<file path="src/rtl/pll_reset_ctrl.sv">
// PLL reset sequencer: holds the PLL in reset, waits for a synchronized lock,
// qualifies it for a stable window, then releases downstream reset and watches for lock loss.
module pll_reset_ctrl #(
  parameter int HOLD_CYCLES   = 16,
  parameter int LOCK_TIMEOUT  = 4096,
  parameter int STABLE_CYCLES = 256,
  parameter int CNT_W         = 8
) (
  input  logic             clock,
  input  logic             reset,
  input  logic             pll_lock,
  input  logic             relock_req,
  output logic             pll_resetb,
  output logic             sys_rst,
  output logic             ready,
  output logic [1:0]       state,
  output logic [CNT_W-1:0] timeout_cnt,
  output logic [CNT_W-1:0] loss_cnt
);

  localparam logic [1:0] ST_HOLD   = 2'd0;
  localparam logic [1:0] ST_WAIT   = 2'd1;
  localparam logic [1:0] ST_STABLE = 2'd2;
  localparam logic [1:0] ST_RUN    = 2'd3;

  localparam int MAX_HW  = (HOLD_CYCLES > LOCK_TIMEOUT) ? HOLD_CYCLES : LOCK_TIMEOUT;
  localparam int MAX_CYC = (MAX_HW > STABLE_CYCLES) ? MAX_HW : STABLE_CYCLES;
  localparam int CYC_W   = $clog2(MAX_CYC + 1);

  // Terminal values of the shared cycle counter for each timed state.
  localparam logic [CYC_W-1:0] HOLD_LAST    = CYC_W'(HOLD_CYCLES - 1);
  localparam logic [CYC_W-1:0] TIMEOUT_LAST = CYC_W'(LOCK_TIMEOUT - 1);
  localparam logic [CYC_W-1:0] STABLE_LAST  = CYC_W'(STABLE_CYCLES - 1);

  logic             sync1_q, sync1_d;
  logic             lock_s_q, lock_s_d;
  logic [1:0]       state_q, state_d;
  logic [CYC_W-1:0] cyc_q, cyc_d;
  logic [CNT_W-1:0] timeout_cnt_q, timeout_cnt_d;
  logic [CNT_W-1:0] loss_cnt_q, loss_cnt_d;
  logic             pll_resetb_q, pll_resetb_d;
  logic             sys_rst_q, sys_rst_d;
  logic             ready_q, ready_d;

  always_comb begin
    // NOTE: every _d gets its hold value first so no branch can infer a latch.
    sync1_d       = pll_lock;
    lock_s_d      = sync1_q;
    state_d       = state_q;
    cyc_d         = cyc_q;
    timeout_cnt_d = timeout_cnt_q;
    loss_cnt_d    = loss_cnt_q;

    case (state_q)
      ST_HOLD: begin
        if (cyc_q == HOLD_LAST) begin
          state_d = ST_WAIT;
          cyc_d   = '0;
        end else begin
          cyc_d = cyc_q + CYC_W'(1);
        end
      end
      ST_WAIT: begin
        // Lock is checked before the timeout so a lock arriving on the last cycle wins.
        if (lock_s_q) begin
          state_d = ST_STABLE;
          cyc_d   = '0;
        end else if (cyc_q == TIMEOUT_LAST) begin
          state_d = ST_HOLD;
          cyc_d   = '0;
          if (timeout_cnt_q != '1) timeout_cnt_d = timeout_cnt_q + CNT_W'(1);
        end else begin
          cyc_d = cyc_q + CYC_W'(1);
        end
      end
      ST_STABLE: begin
        if (!lock_s_q) begin
          state_d = ST_WAIT;
          cyc_d   = '0;
        end else if (cyc_q == STABLE_LAST) begin
          state_d = ST_RUN;
          cyc_d   = '0;
        end else begin
          cyc_d = cyc_q + CYC_W'(1);
        end
      end
      ST_RUN: begin
        // A lost lock takes priority over a relock request arriving in the same cycle.
        if (!lock_s_q) begin
          state_d = ST_HOLD;
          cyc_d   = '0;
          if (loss_cnt_q != '1) loss_cnt_d = loss_cnt_q + CNT_W'(1);
        end else if (relock_req) begin
          state_d = ST_HOLD;
          cyc_d   = '0;
        end
      end
      default: begin
        state_d = ST_HOLD;
        cyc_d   = '0;
      end
    endcase

    // Outputs are decoded from the next state so they change together with state_q.
    pll_resetb_d = (state_d != ST_HOLD);
    sys_rst_d    = (state_d != ST_RUN);
    ready_d      = (state_d == ST_RUN);
  end

  always_ff @(posedge clock or posedge reset) begin
    if (reset) begin
      sync1_q       <= 1'b0;
      lock_s_q      <= 1'b0;
      state_q       <= ST_HOLD;
      cyc_q         <= '0;
      timeout_cnt_q <= '0;
      loss_cnt_q    <= '0;
      pll_resetb_q  <= 1'b0;
      sys_rst_q     <= 1'b1;
      ready_q       <= 1'b0;
    end else begin
      // NOTE: non-blocking assignments so every flop samples pre-edge values.
      sync1_q       <= sync1_d;
      lock_s_q      <= lock_s_d;
      state_q       <= state_d;
      cyc_q         <= cyc_d;
      timeout_cnt_q <= timeout_cnt_d;
      loss_cnt_q    <= loss_cnt_d;
      pll_resetb_q  <= pll_resetb_d;
      sys_rst_q     <= sys_rst_d;
      ready_q       <= ready_d;
    end
  end

  assign pll_resetb  = pll_resetb_q;
  assign sys_rst     = sys_rst_q;
  assign ready       = ready_q;
  assign state       = state_q;
  assign timeout_cnt = timeout_cnt_q;
  assign loss_cnt    = loss_cnt_q;

endmodule

</file>
<file path="config.mk">
export PLATFORM = sky130hd
export DESIGN_NAME = pll_reset_ctrl
export DESIGN_NICKNAME = d
export VERILOG_FILES = /design/src/rtl/pll_reset_ctrl.sv
export SDC_FILE = /design/constraint.sdc
export NUM_CORES = 1
export LEC_CHECK = 0
export CORE_MARGIN = 5
export CORE_UTILIZATION = 36
export CTS_CLUSTER_SIZE = 40
export DETAILED_ROUTE_END_ITERATION = 6
export MAX_ROUTING_LAYER = met4
export PLACE_DENSITY = 0.53
export SLEW_MARGIN = 20
export SYNTH_ARGS = -nofsm -noshare
export SYNTH_HDL_FRONTEND = slang
export SYNTH_SLANG_ARGS = --single-unit
</file>
<file path="constraint.sdc">
create_clock -name clock -period 2.83 [get_ports clock]
set_input_delay 0.283 -clock clock [delete_from_list [all_inputs] [get_ports clock]]
set_output_delay 0.283 -clock clock [all_outputs]
set_load 0.02 [all_outputs]
</file>
==> results.sh <==
export IMPL_tns_ns=0
export IMPL_dr_pass1_iters=4
export IMPL_grt_usage_pct=13.0
export IMPL_cts_resized=0
export IMPL_worst_pin_slew_ns=0.681
export IMPL_hold_depth=0
export IMPL_port_buffers=24
export IMPL_crit_slowest_cell="or4_1"
export IMPL_drv_cap=0
export IMPL_dieArea_um2=6510
export IMPL_cts_buffers=5
export IMPL_netlist_area_leader_share_pct=48.7
export IMPL_async_flop_share_pct=100
export IMPL_clk_pin_slew_ns=0.07
export IMPL_leakage_uw=0.000950
export IMPL_fin_util_pct=46.3
export IMPL_slew_headroom_pct=54.6
export IMPL_ys_top_cells_by_area="dfrtp_1 49%, xnor2_1 7.3%, xor2_1 3.9%"
export IMPL_drive_gt1_share_pct=8.87
export IMPL_worst_slack_ns=0.497
export IMPL_crit_chain="or4_1, or4_4, a2bb2oi_2, a22oi_1"
export IMPL_cts_buffer_depth=2
export IMPL_wl_um=3570
export IMPL_p_per_area_nw_per_um2=679
export IMPL_period_minus_slack_ns=2.33
export IMPL_grt_first_pass_wirelength_um=6400
export IMPL_cts_hold_repair_buffers=0
export IMPL_cp_start_kind="register"
export IMPL_syn_area_per_cell_um2=10.4
export IMPL_whs_ns=0.370
export IMPL_vdd_ir_drop_max_mv=0.288
export IMPL_grt_max_degree=37
export IMPL_clock_root_buffer="clkbuf_8"
export IMPL_rsz0062_at_grt="no"
export IMPL_via_count=1410
export IMPL_clock_latency_ns=0.28
export IMPL_reg2reg_depth=4
export IMPL_coreArea_um2=4790
export IMPL_initial_utilization_pct=37.6
export IMPL_first_global_vias=1397
export IMPL_clock_skew_ns=0.00744
export IMPL_max_freq_ghz=0.429
export IMPL_netlist_instances=173
export IMPL_status="finished clean"
export IMPL_cts_tree="done"
export IMPL_ios=25
export IMPL_setup_violations_final=0
export IMPL_ys_flop_type="dfrtp_1"
export IMPL_ys_seq_elements=36
export IMPL_finalCritPeriodShare_pct=82.4
export IMPL_p_total_uw=1500
export IMPL_ys_seq_area_share_pct=50.2
export IMPL_yosysWarnings=0
export IMPL_hp_class="register to register"
export IMPL_hold_viol_final=0
export IMPL_syn_area_um2=1800
export IMPL_antenna_cells=0
export IMPL_nets=209
export IMPL_synthesis_nets=180
export IMPL_drc=0
export IMPL_vias_per_cell=5.22
export IMPL_path_class="register to register"
export IMPL_place_congestion=0.851
export IMPL_pre_cts_slack_ns=0.488
export IMPL_std_cell_rows=25
export IMPL_wl_per_cell_um=13.2
export IMPL_ys_types=43
export IMPL_synth_edf_count=0
export IMPL_slowest_delay_ns=0.54
export IMPL_required_ns=2.96
export IMPL_hpwlAfterDp_um=2550
export IMPL_ant_nets=0
export IMPL_cts_htree_levels=2
export IMPL_drtIter0Drc=61
export IMPL_antenna_found_initial=0
export IMPL_cts_sinks=36
export IMPL_cp_max_fo=13
export IMPL_globalRouteOverflowTotal=0
export IMPL_die_x_um=80.7
export IMPL_worstPathArrival_ns=2.46
export IMPL_drv_slew=0
export IMPL_synth_largest_area_cell="dfrtp_1"
export IMPL_die_h_um=80.7
export IMPL_area_growth_pct=23.2
export IMPL_worstSetupEndpointType="register"
export IMPL_cts_setup_buffers=0
cells in the final DEF (no fill, tap or decap), drive strengths merged, types with 2 or more instances in the layout:
master / n
nand4: 7
nand3: 13
a22oi: 2
nor4: 2
or4: 3
xnor2: 15
nand2: 9
a21oi: 13
and4b: 2
or3: 2
clkbuf: 8
mux2: 2
dfrtp: 35
xor2: 8
and3: 6
inv: 6
nor3: 8
o21ai: 3
clkdlybuf4s50: 24
ha: 3
buf: 4
nor2: 10
cell type report:
class | instances | area [um^2]
Clock buffer | 8 | 100
Fill cell | 475 | 2570
Inverter | 6 | 22.5
Multi-Input combinational cell | 125 | 837
Sequential cell | 36 | 902
Tap cell | 67 | 83.8
Timing Repair Buffer | 28 | 270
logic make-up (layout without fill, tap and decap cells):
kind of cell | Yosys count | in the layout | share of synthesized area (%)
buf+inv | 12 | 42 | 3.27
mux | 3 | 3 | 1.81
simple gates | 69 | 69 | 21.8
flops | 36 | 36 | 50.2
compound gates | 27 | 27 | 9.67
xor+xnor | 23 | 23 | 11.2
fa+ha+maj | 3 | 3 | 2.09
sequential cells by signal, summed over array words and instances (netlist names):
name and count:
sys_rst 1, loss_cnt 8, ready 1, timeout_cnt 8, lock_s_q 1, pll_resetb 1
lock_s_d 1, cyc_q 13, state 2
path summary, 6_finish.rpt:
check	endpoint	slack (ns)	from
min reg2reg	lock_s_q	0.37	lock_s_d
min	lock_s_q	0.37	lock_s_d
max reg2reg	cyc_q[11]	0.50	cyc_q[9]
max in group asynchronous	sys_rst	2.08	reset
max	cyc_q[11]	0.50	cyc_q[9]
min in group asynchronous	loss_cnt[4]	0.40	reset
synthesized netlist by cell type, types with 2 or more instances:
cell type / count
or4_1: 2
mux2_2: 2
or3_1: 2
nor4_1: 2
buf_2: 2
xnor2_1: 15
nand3_1: 13
nor3_1: 8
nand2_1: 9
a21oi_1: 13
o21ai_0: 3
xor2_1: 8
and4b_1: 2
a22oi_1: 2
clkbuf_1: 2
nand4_1: 6
inv_1: 6
dfrtp_1: 35
and3_1: 6
nor2_1: 10
ha_1: 3
power breakdown:
| group | switching [uW] | internal, uW |
|---|---|---|
| registers | 77.6 | 590 |
| logic | 244 | 201 |
| clock network | 170 | 222 |
| total | 492 | 1010 |
routing by layer:
metal	vias to the layer above	GRT usage [%]	part of all wire, %
met5	-	-	0
met4	0	4.90	0.62
met3	2	4.15	4.8
met2	25	21.1	50
met1	695	15.1	44
li1	688	-	-
through the flow:
step	instances	cell area, um^2
6_report	270	2220
5_1_grt	270	2220
4_1_cts	270	2220
3_5_place_dp	262	2120
3_3_place_gp	262	2120
2_1_floorplan	173	1800
critical path: cells and delay by family (launching register included):
kind,cells,cell delay (ns)
simple gates,2,1.07
compound gates,2,0.66
flops,1,0.45
(Power assumes the default switching activity.)
